**config.mk**
```make
export PLATFORM = sky130hd
export DESIGN_NAME = led_bank_arbiter
export DESIGN_NICKNAME = d
export VERILOG_FILES = /design/src/rtl/led_bank_arbiter.sv
export SDC_FILE = /design/constraint.sdc
export NUM_CORES = 1
export LEC_CHECK = 0
export BUFFER_PORTS_ARGS = -buffer_cell sky130_fd_sc_hd__buf_4
export CAP_MARGIN = 20
export CORE_MARGIN = 2
export CORE_UTILIZATION = 51
export DETAILED_ROUTE_END_ITERATION = 10
export GPL_TIMING_DRIVEN = 0
export PLACE_DENSITY = 0.76
export SLEW_MARGIN = 20
export SYNTH_ARGS = -nofsm -noshare
export SYNTH_HDL_FRONTEND = slang
export SYNTH_SLANG_ARGS = --single-unit
```
**constraint.sdc**
```tcl
create_clock -name clk50 -period 2.65 [get_ports clk50]
set_clock_uncertainty 0.05 [all_clocks]
set_input_delay 0.265 -clock clk50 [delete_from_list [all_inputs] [get_ports clk50]]
set_output_delay 0.265 -clock clk50 [all_outputs]
set_load 0.02 [all_outputs]
```
**src/rtl/led_bank_arbiter.sv**
```systemverilog
// Round-robin arbiter sharing the board LED bank among NREQ requesters,
// with bounded hold time, a one-cycle gap between owners, and a heartbeat blink.
`timescale 1ns/1ps
module led_bank_arbiter #(
    parameter int unsigned NREQ       = 3,
    parameter int unsigned LED_W      = 6,
    parameter int unsigned TICK_DIV   = 25000000,
    parameter int unsigned HOLD_TICKS = 4
) (
    input  logic                    clk50,
    input  logic                    rst,
    input  logic [NREQ-1:0]         req,
    input  logic [NREQ*LED_W-1:0]   pattern,
    output logic [NREQ-1:0]         grant,
    output logic [LED_W-1:0]        leds,
    output logic                    blink,
    output logic                    busy
);

    localparam int unsigned PW = $clog2(TICK_DIV);
    localparam int unsigned HW = $clog2(HOLD_TICKS + 1);
    localparam int unsigned LW = $clog2(NREQ);

    localparam logic [PW-1:0] TICK_LAST = PW'(TICK_DIV - 1);
    localparam logic [HW-1:0] HOLD_LAST = HW'(HOLD_TICKS - 1);
    localparam logic [LW-1:0] LAST_INIT = LW'(NREQ - 1);

    typedef enum logic [1:0] {
        IDLE,
        GRANT,
        GAP
    } state_t;

    state_t              state, state_d;
    logic [PW-1:0]       prescaler;
    logic                tick;
    logic [HW-1:0]       hold_cnt, hold_d;
    logic [LW-1:0]       last, last_d;
    logic [LW-1:0]       winner, cand;
    logic                found;
    logic [NREQ-1:0]     grant_d;
    logic [LED_W-1:0]    leds_d;
    logic [LED_W-1:0]    slice [NREQ];

    always_comb begin
        for (int unsigned i = 0; i < NREQ; i++) begin
            slice[i] = pattern[i*LED_W +: LED_W];
        end
    end

    always_comb tick = (prescaler == TICK_LAST);
    always_comb busy = (state != IDLE);

    // Search starts just after the last owner, so it ends up with lowest priority.
    always_comb begin
        winner = last;
        cand   = '0;
        found  = 1'b0;
        for (int unsigned k = 1; k <= NREQ; k++) begin
            cand = LW'((32'(last) + k) % NREQ);
            if (!found && req[cand]) begin
                winner = cand;
                found  = 1'b1;
            end
        end
    end

    always_comb begin
        state_d = state;
        grant_d = '0;
        leds_d  = '0;
        last_d  = last;
        hold_d  = hold_cnt;
        case (state)
            IDLE: begin
                if (found) begin
                    state_d         = GRANT;
                    grant_d[winner] = 1'b1;
                    leds_d          = slice[winner];
                    last_d          = winner;
                    hold_d          = '0;
                end
            end
            GRANT: begin
                if (!req[last] || (tick && hold_cnt == HOLD_LAST)) begin
                    state_d = GAP;
                    hold_d  = '0;
                end else begin
                    grant_d = grant;
                    leds_d  = slice[last];
                    if (tick) begin
                        hold_d = hold_cnt + 1'b1;
                    end
                end
            end
            GAP: begin
                state_d = IDLE;
            end
            default: begin
                state_d = IDLE;
            end
        endcase
    end

    always_ff @(posedge clk50) begin
        if (rst) begin
            prescaler <= '0;
            blink     <= 1'b0;
            state     <= IDLE;
            grant     <= '0;
            leds      <= '0;
            last      <= LAST_INIT;
            hold_cnt  <= '0;
        end else begin
            prescaler <= tick ? '0 : prescaler + 1'b1;
            if (tick) begin
                blink <= ~blink;
            end
            state    <= state_d;
            grant    <= grant_d;
            leds     <= leds_d;
            last     <= last_d;
            hold_cnt <= hold_d;
        end
    end

endmodule

```
==> results.cfg <==
[run_status]
status = complete, no violations

[clock_network]
htreeDepth = 2
clk_latency_ns = 0.31
clk_pin_slew_worst_paths_ns = 0.08
cts.sinks = 42
cts_root_buf = clkbuf_8
cts_hold_buf = 0
cts_tree = done
numCtsBuffers = 5
clk_path_buf_depth = 2

[logic_synthesis]
synthesis.nets = 316
yosys_warnings = 0
yosysTopAreaCellShare = 0.360
ys_seq_area_frac = 0.360
synth_area_mm2 = 0.00233
ys_seq_elements = 42
syn_avg_cell_area_um2 = 8.16
synth_flop_cell = dfxtp_1
netlist_top_cells_area = dfxtp_1 (36%), nor2_1 (7.7%), mux2i_1 (5.6%)
ys_types = 42
synth-edff-count = 0
yosys.area.top_type = dfxtp_1
async_reset_ff_frac = 0
syn_inst = 286

[place]
gp_congestion = 0.894
place_inst = 371
dp_hpwl_um = 3920
numPortBuffers = 33
place_area_mm2 = 0.00266
dpl_worst_slack_ns = -0.641

[sta]
min_period_ns = 2.53
finalSetupTns_ns = 0
fin_hold_ws_ns = 0.250
finalCritPeriodShare = 0.954
postLayoutSetupSlackWorst_ns = 0.122
fmax_mhz = 396
maxSlewViolCount = 0
relSlewSlack = 0.470
setup_viol = 0
hold_viol_final = 0
max_slew.worst_pin.slew_ns = 0.795

[power]
ir_drop_v = 0.000514
seq_power_share = 0.248
p_comb_frac = 0.592
power.leakage_nw = 1.22
clockPowerShare = 0.160
p_int_mw = 1.84
power.total_mw = 3.16
p_per_area_mw_per_mm2 = 1040
swShare = 0.418
power.switching_mw = 1.32

[run]
drv_cap = 0

[setup_path]
r2r-end = hold_cnt[1]$_SDFFE_PP0P_
critPathLaunch = last[0]$_SDFFE_PP0P_
required_ns = 2.78
r2r_start = last[0]$_SDFFE_PP0P_
reg2regPathDepth = 10
critPathKind = flop to flop
cp_max_fo = 10
cp-endpoint = hold_cnt[1]$_SDFFE_PP0P_
start_kind = flop
end_kind = flop
cp.arrival_ns = 2.66
rrSetupSlack_ns = 0.12

[global_route]
grt_pass1_vias = 2101
grt_max_degree = 13
grt_pass1_wl_um = 9530
overflow = 0
grt_antenna_before_repair = 0
track_usage = 0.238

[drt]
drt_iter0_markers = 152
drt_wl_total_um = 5830
wl_met1_um = 2670
post_drt_via_cell_ratio = 5.61
highest_layer = met4
met3_length_um = 283
wl_per_cell_um = 15.1
ant_nets = 0
dr.pass1.iters = 4
vias = 2165
route.detailed.drc = 0
route.met2.wl_um = 2710

[final_layout]
utilization = 0.694
fin_nets = 363
syn2layout_area_growth_pct = 30.3
final_area_mm2 = 0.00304
stdcell_count = 386
final_cell_mix = nor2_1 (46), buf_4 (43), dfxtp_1 (41), nand2_1 (20), nand3_1 (16)
final_common_cell = nor2_1
n_antenna_cell = 0
drive_gt1_frac = 0.266

[worst_hold_path]
hold_path_class = input pin to flop

[floorplan]
die_x_um = 71.7
fp-row-count = 24
initial_core_util = 0.533
fp.dieArea_mm2 = 0.00514
ios = 34
core_area_mm2 = 0.00438
die_h_um = 71.7
==> power groups by stage <==
stage / Combinational [mW] / Sequential (mW) / Clock [mW]
2_1_floorplan: 0.941 / 0.830 / 0
3_3_place_gp: 1.33 / 0.781 / 0
3_5_place_dp: 1.35 / 0.782 / 0
4_1_cts: 1.63 / 0.776 / 0.511
5_1_grt: 2.01 / 0.791 / 0.541
6_report: 1.87 / 0.783 / 0.506
==> final cells by class <==
class | count | area (um2)
Multi-Input combinational cell | 222 | 1610
Fill cell | 354 | 1340
Sequential cell | 42 | 845
Timing Repair Buffer | 42 | 315
Clock buffer | 7 | 76.3
Buffer | 10 | 65.1
Tap cell | 52 | 65.1
Inverter | 10 | 37.5
Clock inverter | 1 | 30.0
==> kinds of logic (layout without fill, tap and decap cells) <==
logic type | Yosys count | after routing | share of synthesized area
buffers and inverters | 22 | 70 | 0.0397
multiplexers | 13 | 13 | 0.0557
AO/OA/AOI/OAI | 46 | 46 | 0.130
adder cells (fa/ha/maj) | 7 | 7 | 0.0375
AND/OR/NAND/NOR | 132 | 132 | 0.287
flip-flops | 42 | 42 | 0.360
XOR/XNOR | 24 | 24 | 0.0900
==> how the worst min path moves through the flow <==
stage                                   from                  endpoint  slack (ns)  depth (start not counted)
floorplan           hold_cnt[2]$_SDFFE_PP0P_  hold_cnt[2]$_SDFFE_PP0P_        0.38                          2
global placement    hold_cnt[2]$_SDFFE_PP0P_  hold_cnt[2]$_SDFFE_PP0P_        0.39                          2
detailed placement  hold_cnt[2]$_SDFFE_PP0P_  hold_cnt[2]$_SDFFE_PP0P_        0.40                          2
CTS                              pattern[11]        leds[5]$_SDFF_PP0_        0.25                          3
global route                      pattern[6]        leds[0]$_SDFF_PP0_        0.27                          5
finish                           pattern[15]        leds[3]$_SDFF_PP0_        0.25                          3
==> state kept, by name (all words and copies together) (netlist names) <==
name and count:
blink 1, grant 3, hold_cnt 3, last 2
leds 6, prescaler 25, state 2
==> Yosys cell counts, types with 5 or more instances <==
cell      instances
a21oi_1          15
and3_1            5
buf_2             8
dfxtp_1          42
ha_1              7
inv_1            10
mux2i_1          13
nand2_1          20
nand2b_1          6
nand3_1          16
nand4_1           6
nor2_1           48
nor4_1            7
o21ai_0          10
o41ai_1           5
xnor2_1          10
xor2_1           14
==> critical path: stages (launching register included) <==
cell and delay [ns]:
dfxtp_4 0.39, buf_6 0.15, inv_1 0.09, ha_4 0.32, mux2i_4 0.26, o22ai_4 0.12, buf_4 0.16, or3_4 0.40
o221ai_4 0.25, or3_1 0.15, a21oi_1 0.05
==> metal layers <==
metal / GRT usage / up-vias
li1: - / 1101
met1: 0.314 / 990
met4: 0.105 / 0
met5: 0 / -
met2: 0.364 / 59
met3: 0.0689 / 15
==> timing repair <==
| item | CTS | global route |
|---|---|---|
| setup endpoints to repair | 15 | 15 |
| pin swaps | 2 | 4 |
| resized for setup | 23 | 21 |
| gates cloned | 1 | 0 |
| buffers inserted | 4 | 4 |
No activity file was read; power rests on OpenSTA's default activity.
